File: config.mk
export PLATFORM = sky130hd
export DESIGN_NAME = count_monitor
export DESIGN_NICKNAME = d
export VERILOG_FILES = /design/src/rtl/count_monitor.sv
export SDC_FILE = /design/constraint.sdc
export NUM_CORES = 1
export LEC_CHECK = 0
export ABC_AREA = 1
export CORE_ASPECT_RATIO = 1.75
export CORE_MARGIN = 5
export CORE_UTILIZATION = 50
export DETAILED_ROUTE_END_ITERATION = 10
export GPL_TIMING_DRIVEN = 0
export PLACE_DENSITY_LB_ADDON = 0.3
export SYNTH_ARGS = -nofsm -noshare
export SYNTH_HDL_FRONTEND = slang
export SYNTH_SLANG_ARGS = --single-unit
File: constraint.sdc
create_clock -name clk -period 4.3 [get_ports clk]
set_clock_uncertainty 0.15 [all_clocks]
set_input_delay 0.645 -clock clk [delete_from_list [all_inputs] [get_ports clk]]
set_output_delay 0.645 -clock clk [all_outputs]
set_load 0.05 [all_outputs]
File: src/rtl/count_monitor.sv
// Purpose: self-checking monitor for a loadable up-counter; predicts each count and logs mismatches.
// Latency: the compare happens on each CHECK edge; err_pulse, err_count and first_* are registered at that edge.
// Backpressure: none; the monitor observes every cycle and never stalls the counter.
module count_monitor #(
    parameter int WIDTH  = 8,
    parameter int WINDOW = 16,
    parameter bit RESYNC = 1'b1
) (
    input  logic             clk,
    input  logic             rst_n,
    input  logic [WIDTH-1:0] count,
    input  logic [WIDTH-1:0] data_in,
    input  logic             load,
    input  logic             enable,
    input  logic             start,
    input  logic             clear,
    output logic             busy,
    output logic             done,
    output logic             pass,
    output logic             err_pulse,
    output logic [7:0]       err_count,
    output logic [WIDTH-1:0] first_exp,
    output logic [WIDTH-1:0] first_got
);

    typedef enum logic [1:0] {
        IDLE  = 2'd0,
        CHECK = 2'd1,
        DONE  = 2'd2
    } state_t;

    localparam logic [15:0] WIN_INIT = 16'(WINDOW);

    state_t           state;
    state_t           state_nxt;
    logic [WIDTH-1:0] expected;
    logic [15:0]      win_cnt;
    logic             first_flag;
    logic [WIDTH-1:0] pred_obs;
    logic [WIDTH-1:0] pred_exp;
    logic [WIDTH-1:0] pred_run;
    logic             mismatch;
    logic             last_cmp;

    // Next value the counter should hold given this cycle's controls; load beats enable.
    function automatic logic [WIDTH-1:0] nxt(input logic [WIDTH-1:0] base,
                                             input logic             ld,
                                             input logic             en,
                                             input logic [WIDTH-1:0] din);
        if (ld) begin
            return din;
        end else if (en) begin
            return base + WIDTH'(1);
        end else begin
            return base;
        end
    endfunction

    // Predictions from the observed count and from our own expectation, plus compare terms.
    always_comb begin
        pred_obs = nxt(count, load, enable, data_in);
        pred_exp = nxt(expected, load, enable, data_in);
        pred_run = RESYNC ? pred_obs : pred_exp;
        mismatch = (count != expected);
        last_cmp = (win_cnt == 16'd1);
    end

    // State register; reset drops straight back to IDLE.
    always_ff @(posedge clk or negedge rst_n) begin
        if (!rst_n) begin
            state <= IDLE;
        end else begin
            state <= state_nxt;
        end
    end

    // Next-state logic; clear always wins over start, start is ignored while checking.
    always_comb begin
        state_nxt = state;
        case (state)
            IDLE: begin
                if (!clear && start) state_nxt = CHECK;
            end
            CHECK: begin
                if (clear)         state_nxt = IDLE;
                else if (last_cmp) state_nxt = DONE;
            end
            DONE: begin
                if (clear)      state_nxt = IDLE;
                else if (start) state_nxt = CHECK;
            end
            default: state_nxt = IDLE;
        endcase
    end

    // Run datapath: arm on start, compare/track each CHECK edge, capture the first failure.
    always_ff @(posedge clk or negedge rst_n) begin
        if (!rst_n) begin
            expected   <= '0;
            win_cnt    <= '0;
            err_pulse  <= 1'b0;
            err_count  <= 8'd0;
            first_exp  <= '0;
            first_got  <= '0;
            first_flag <= 1'b0;
        end else begin
            err_pulse <= 1'b0;
            case (state)
                IDLE, DONE: begin
                    if (clear) begin
                        err_count <= 8'd0;
                        win_cnt   <= '0;
                    end else if (start) begin
                        expected   <= pred_obs;
                        win_cnt    <= WIN_INIT;
                        err_count  <= 8'd0;
                        first_exp  <= '0;
                        first_got  <= '0;
                        first_flag <= 1'b0;
                    end
                end
                CHECK: begin
                    if (clear) begin
                        // Abort: no compare on this edge.
                        err_count <= 8'd0;
                        win_cnt   <= '0;
                    end else begin
                        if (mismatch) begin
                            err_pulse <= 1'b1;
                            if (err_count != 8'hFF) err_count <= err_count + 8'd1;
                            if (!first_flag) begin
                                first_exp  <= expected;
                                first_got  <= count;
                                first_flag <= 1'b1;
                            end
                        end
                        expected <= pred_run;
                        win_cnt  <= win_cnt - 16'd1;
                    end
                end
                default: ;
            endcase
        end
    end

    assign busy = (state == CHECK);
    assign done = (state == DONE);
    assign pass = (state == DONE) && (err_count == 8'd0);

endmodule

### After elaboration in Yosys (flattened, before gate mapping)

Cells that the tools add are included.

| word-level totals | value |
|---|---|
| flip-flop bits (word level) | 52 |
| bits in latches | 0 |
| memory bits (writable) | 0 |
| ROM bits | 0 |
| input port bits | 22 |
| output and inout port bits | 28 |
| logic and storage cells | 79 |
| memories | 0 |

| operators by class | value |
|---|---|
| add/sub/neg operators | 3 |
| $mul | 0 |
| div/mod/pow operators | 0 |
| order comparisons | 0 |
| equal/unequal tests | 16 |
| shift-type cells | 0 |
| muxes and demuxes | 39 |
| bitwise logic cells | 0 |
| reduce and logical (&&, ||, !) cells | 13 |

Operators with widths:

| operator | number |
|---|---|
| $mux 8 | 17 |
| $pmux 8 s2 | 4 |
| $mux 16 | 3 |
| $pmux 16 s2 | 1 |
| $add 8x1->8 const B | 2 |
| $eq 16x1->1 const B | 1 |
| $sub 16x1->16 const B | 1 |
| $mux 2 | 5 |
| $ne 2x2->1 const B | 5 |
| $ne 3x2->1 const B | 3 |
| $logic_not 8->1 | 1 |
| $ne 8x8->1 | 1 |
| $ne 8x8->1 const B | 1 |
| $reduce_and 4->1 | 2 |
| $mux 1 | 7 |
| $ne 3x3->1 const B | 2 |
| $pmux 2 s3 | 1 |
| $reduce_and 6->1 | 1 |
| $reduce_and 5->1 | 1 |
| $reduce_and 3->1 | 1 |
| $eq 2x1->1 const B | 1 |
| $eq 2x2->1 const B | 1 |
| $logic_and 1x1->1 | 2 |
| $logic_not 2->1 | 1 |
| 6 further kinds | 6 |

### Longest topological paths before layout

| logic depth | value |
|---|---|
| depth after elaboration | 6 |
| depth in mapped cells | 10 |
| gate-level depth less buffers | 10 |

### Least setup slack after synthesis

Ideal clock, no wire load.

| timing path | value |
|---|---|
| path type | flip-flop to output port |
| from | register state[0] |
| to | output pass |
| data arrival time | 2.817 ns |
| required time | 3.505 ns |
| path slack | 0.688 ns |
| stages on the path, launching flop included | 4 |
| buffers on the path | 0 |
| cells stage by stage | dfrtp_1 > nor2_1 > nand4_1 > nor4_1 |

| between the ends | value |
|---|---|
| word-level cells in the longest chain between the ends | 2 |

Ends and longest elaborated chain:

| what | line | source |
|---|---|---|
| start, declared | 34 | `state_t state;` |
| start signal, assigned | 73 | `state <= state_nxt;` |
| $eq 2x2->1 | - |  |
| via done | 18 | `output logic done,` |
| $logic_and 1x1->1 | 148 | `assign pass = (state == DONE) && (err_count == 8'd0);` |
| end, declared | 19 | `output logic pass,` |

The timed path passes the listed nets, and every way through them passes these cells.

### Worst setup path after layout

| timing path | value |
|---|---|
| from | register state[0] |
| to | output pass |

| between the ends | value |
|---|---|
| word-level cells in the longest chain between the ends | 2 |

Ends and longest elaborated chain:

| what | line |
|---|---|
| $eq 2x2->1 | 148 |
| $logic_and 1x1->1 | 148 |

No other way between the ends.

==> run_results.csv <==
group,metric,value,unit
grt,grt_usage,20.7,%
clock_tree,cts_repair_resize_count,0,
power,ir_drop,373,uV
sta,min_period,3050,ps
final_layout,layout-drive-gt1-share,6.25,%
route,first_iter_violations,223,
clock_tree,clkLatencyLatePin,310,ps
worst_setup_path,worstPathRequired,3500,ps
final_layout,layout.nets,506,
floorplan,fp.dieH,114,um
sta,drv_slew,0,
route,routed_wl,7660,um
grt,antenna_found_initial,0,
grt,first_global_vias,2928,
place,placed_area,3670,um^2
sta,rsz0062_at_grt,"false",
final_layout,area_growth,23.1,%
worst_setup_path,endpoint_kind,"output pin",
grt,gr-total-overflow,0,
power,internal_power,1.31,mW
yosys,ys_seq_area_share,42.4,%
route,drc_errors,0,
power,p_total,2.56,mW
power,cellLeakagePower,1.87,nW
power,p_per_area,677,nW/um^2
sta,setup_tns,0,ps
clock_tree,cts_made_buffers,5,
clock_tree,cts_tree,"done",
yosys,syn_avg_cell_area,7.28,um^2
route,first_pass_iters,4,
sta,final-setup-viol-count,0,
power,seq_power_share,30.7,%
clock_tree,root_buffer,"clkbuf_8",
route,routedWlPerCell,13.7,um
yosys,synth_cell_type_count,31,
final_layout,final_area,3780,um^2
sta,report.final.hold_viol_count,0,
floorplan,die_area,7870,um^2
yosys,synth_seq_cells,52,
power,power.switching,1.25,mW
final_layout,insertedDiodeCount,0,
place,place_hpwl,5960,um
yosys,netlist_area,3070,um^2
floorplan,initial_utilization,51.8,%
sta,max_slew_margin,61.3,%
worst_setup_path,crit_arrival,2260,ps
yosys,synth_edf_count,0,
place,globalplace.congestion,0.904,
sta,whs,173,ps
power,power.share.switching,49.0,%
yosys,yosysWarnings,0,
yosys,synth-main-ff-cell,"dfrtp_1",
yosys,synth_nets,449,
floorplan,io_pins,50,
grt,grt_pass1_wl,13300,um
clock_tree,ctsHtreeMaxLevel,2,
floorplan,die_w,69.2,um
worst_setup_path,worstSetupStartpointType,"register",
yosys,synthCells,422,
clock_tree,clk_pin_slew,100,ps
sta,post-route-period-util,71.0,%
route,via_count,2931,
final_layout,final_core_util,63.8,%
route,ant_nets,0,
sta,max_freq,328,MHz
worst_hold_path,hp-class,"input pin to async pin",
grt,grt_start_max_net_pins,30,
clock_tree,clockBufferDepth,2,
worst_setup_path,path_max_fanout,6,
worst_setup_path,worst_r2r_path_depth,9,
floorplan,rows,37,
sta,worst_pin_slew,580,ps
floorplan,core,5930,um^2
route,vias_per_cell,5.25,
place,io_buffers,49,
outcome,status,"finished clean",
power,p_comb_share,56.0,%
worst_setup_path,critical_path_class,"register to output pin",
yosys,async_reset_ff_share,100,%
power,p_clk_share,13.3,%
clock_tree,cts_sinks,52,
job,cap_violations,0,
clock_tree,cts_hold_buf,0,
clock_tree,cts_setup_buffers,0,
worst paths after layout:
kind | from | to | slack, ps
worst max-delay path | state[0] | pass | 1250
worst max register to register | err_count[1] | err_count[3] | 2440
worst min register to register | first_got[1] | first_got[1] | 330
worst min-delay path | rst_n | win_cnt[11] | 170
min in group clk | first_got[1] | first_got[1] | 330
max in group asynchronous | rst_n | first_got[2] | 3270
critical path, stage by stage (launching register included):
cell             delay (ps)
dfrtp_1                 470
nor2_1                  270
nand4_1                 120
nor4_1                  230
clkdlybuf4s50_1         860
registers in the layout, indices dropped and copies added (netlist names):
register	count
win_cnt	16
expected	8
err_pulse	1
first_flag	1
first_exp	8
err_count	8
state	2
first_got	8
placed cells by master, fill, tap and decap left out, types with 4 or more instances in the layout:
cell type and count:
o21ai_0 29, ha_1 5, nand2_1 115, a21oi_1 12
inv_1 52, nand4_1 25, clkbuf_8 5, xor2_1 5
clkdlybuf4s50_1 48, clkbuf_1 5, buf_2 6, nand3_1 24
nor3_1 4, nor2_1 58, o22ai_1 4, xnor2_1 5
dfrtp_1 52
through the flow:
| step | std cells | setup slack [ps] |
|---|---|---|
| final | 558 | 1250 |
| after global placement | 549 | 842 |
| after CTS | 558 | 1260 |
| after floorplan | 422 | 688 |
| after global routing | 558 | 1100 |
| after detailed placement | 550 | 1620 |
layout make-up:
| class | instances | area [um^2] |
|---|---|---|
| repair buffers | 50 | 505 |
| fillers | 590 | 2140 |
| inverters | 53 | 200 |
| clock buffers | 6 | 72.6 |
| multi-input cells | 305 | 1500 |
| flip-flops and latches | 52 | 1300 |
| plain buffers | 12 | 73.8 |
| clock inverters | 2 | 35.0 |
| well taps | 78 | 97.6 |
synth_stat cells (5+ instances only):
cell,count,area (um^2)
inv_1,52,195
nand4_1,25,156
ha_1,5,62.6
dfrtp_1,52,1300
nand3_1,24,120
xor2_1,5,43.8
nand2_1,115,432
o21ai_0,29,145
a21oi_1,12,60.1
buf_2,5,25.0
nor2_1,58,218
xnor2_1,5,43.8
metal layers:
layer	part of all wire, %	vias to the layer above	GRT usage, %
li1	-	1478	-
met1	38	1375	21.2
met2	56	66	40.8
met3	3.4	12	2.82
met4	2.4	0	8.87
met5	0	-	0
kinds of logic (layout without fill, tap and decap cells):
family,count (synthesis),after routing,share of synthesized area (%)
DFF,52,52,42.4
buffers and inverters,65,123,8.92
adders and majority gates,5,5,2.04
AOI/OAI and AO/OA,52,52,9.37
xor gates and xnor gates,10,10,2.85
and+or+nand+nor,238,238,34.4
power by group through the flow:
stage | Combinational (mW) | Clock (mW) | Sequential, mW
after floorplan | 0.736 | 0 | 1.06
after global placement | 1.41 | 0 | 0.789
after detailed placement | 1.44 | 0 | 0.795
after CTS | 1.44 | 0.343 | 0.786
after global routing | 1.58 | 0.365 | 0.812
final | 1.43 | 0.341 | 0.785
Note: power is estimated with default switching activity, not from simulation.
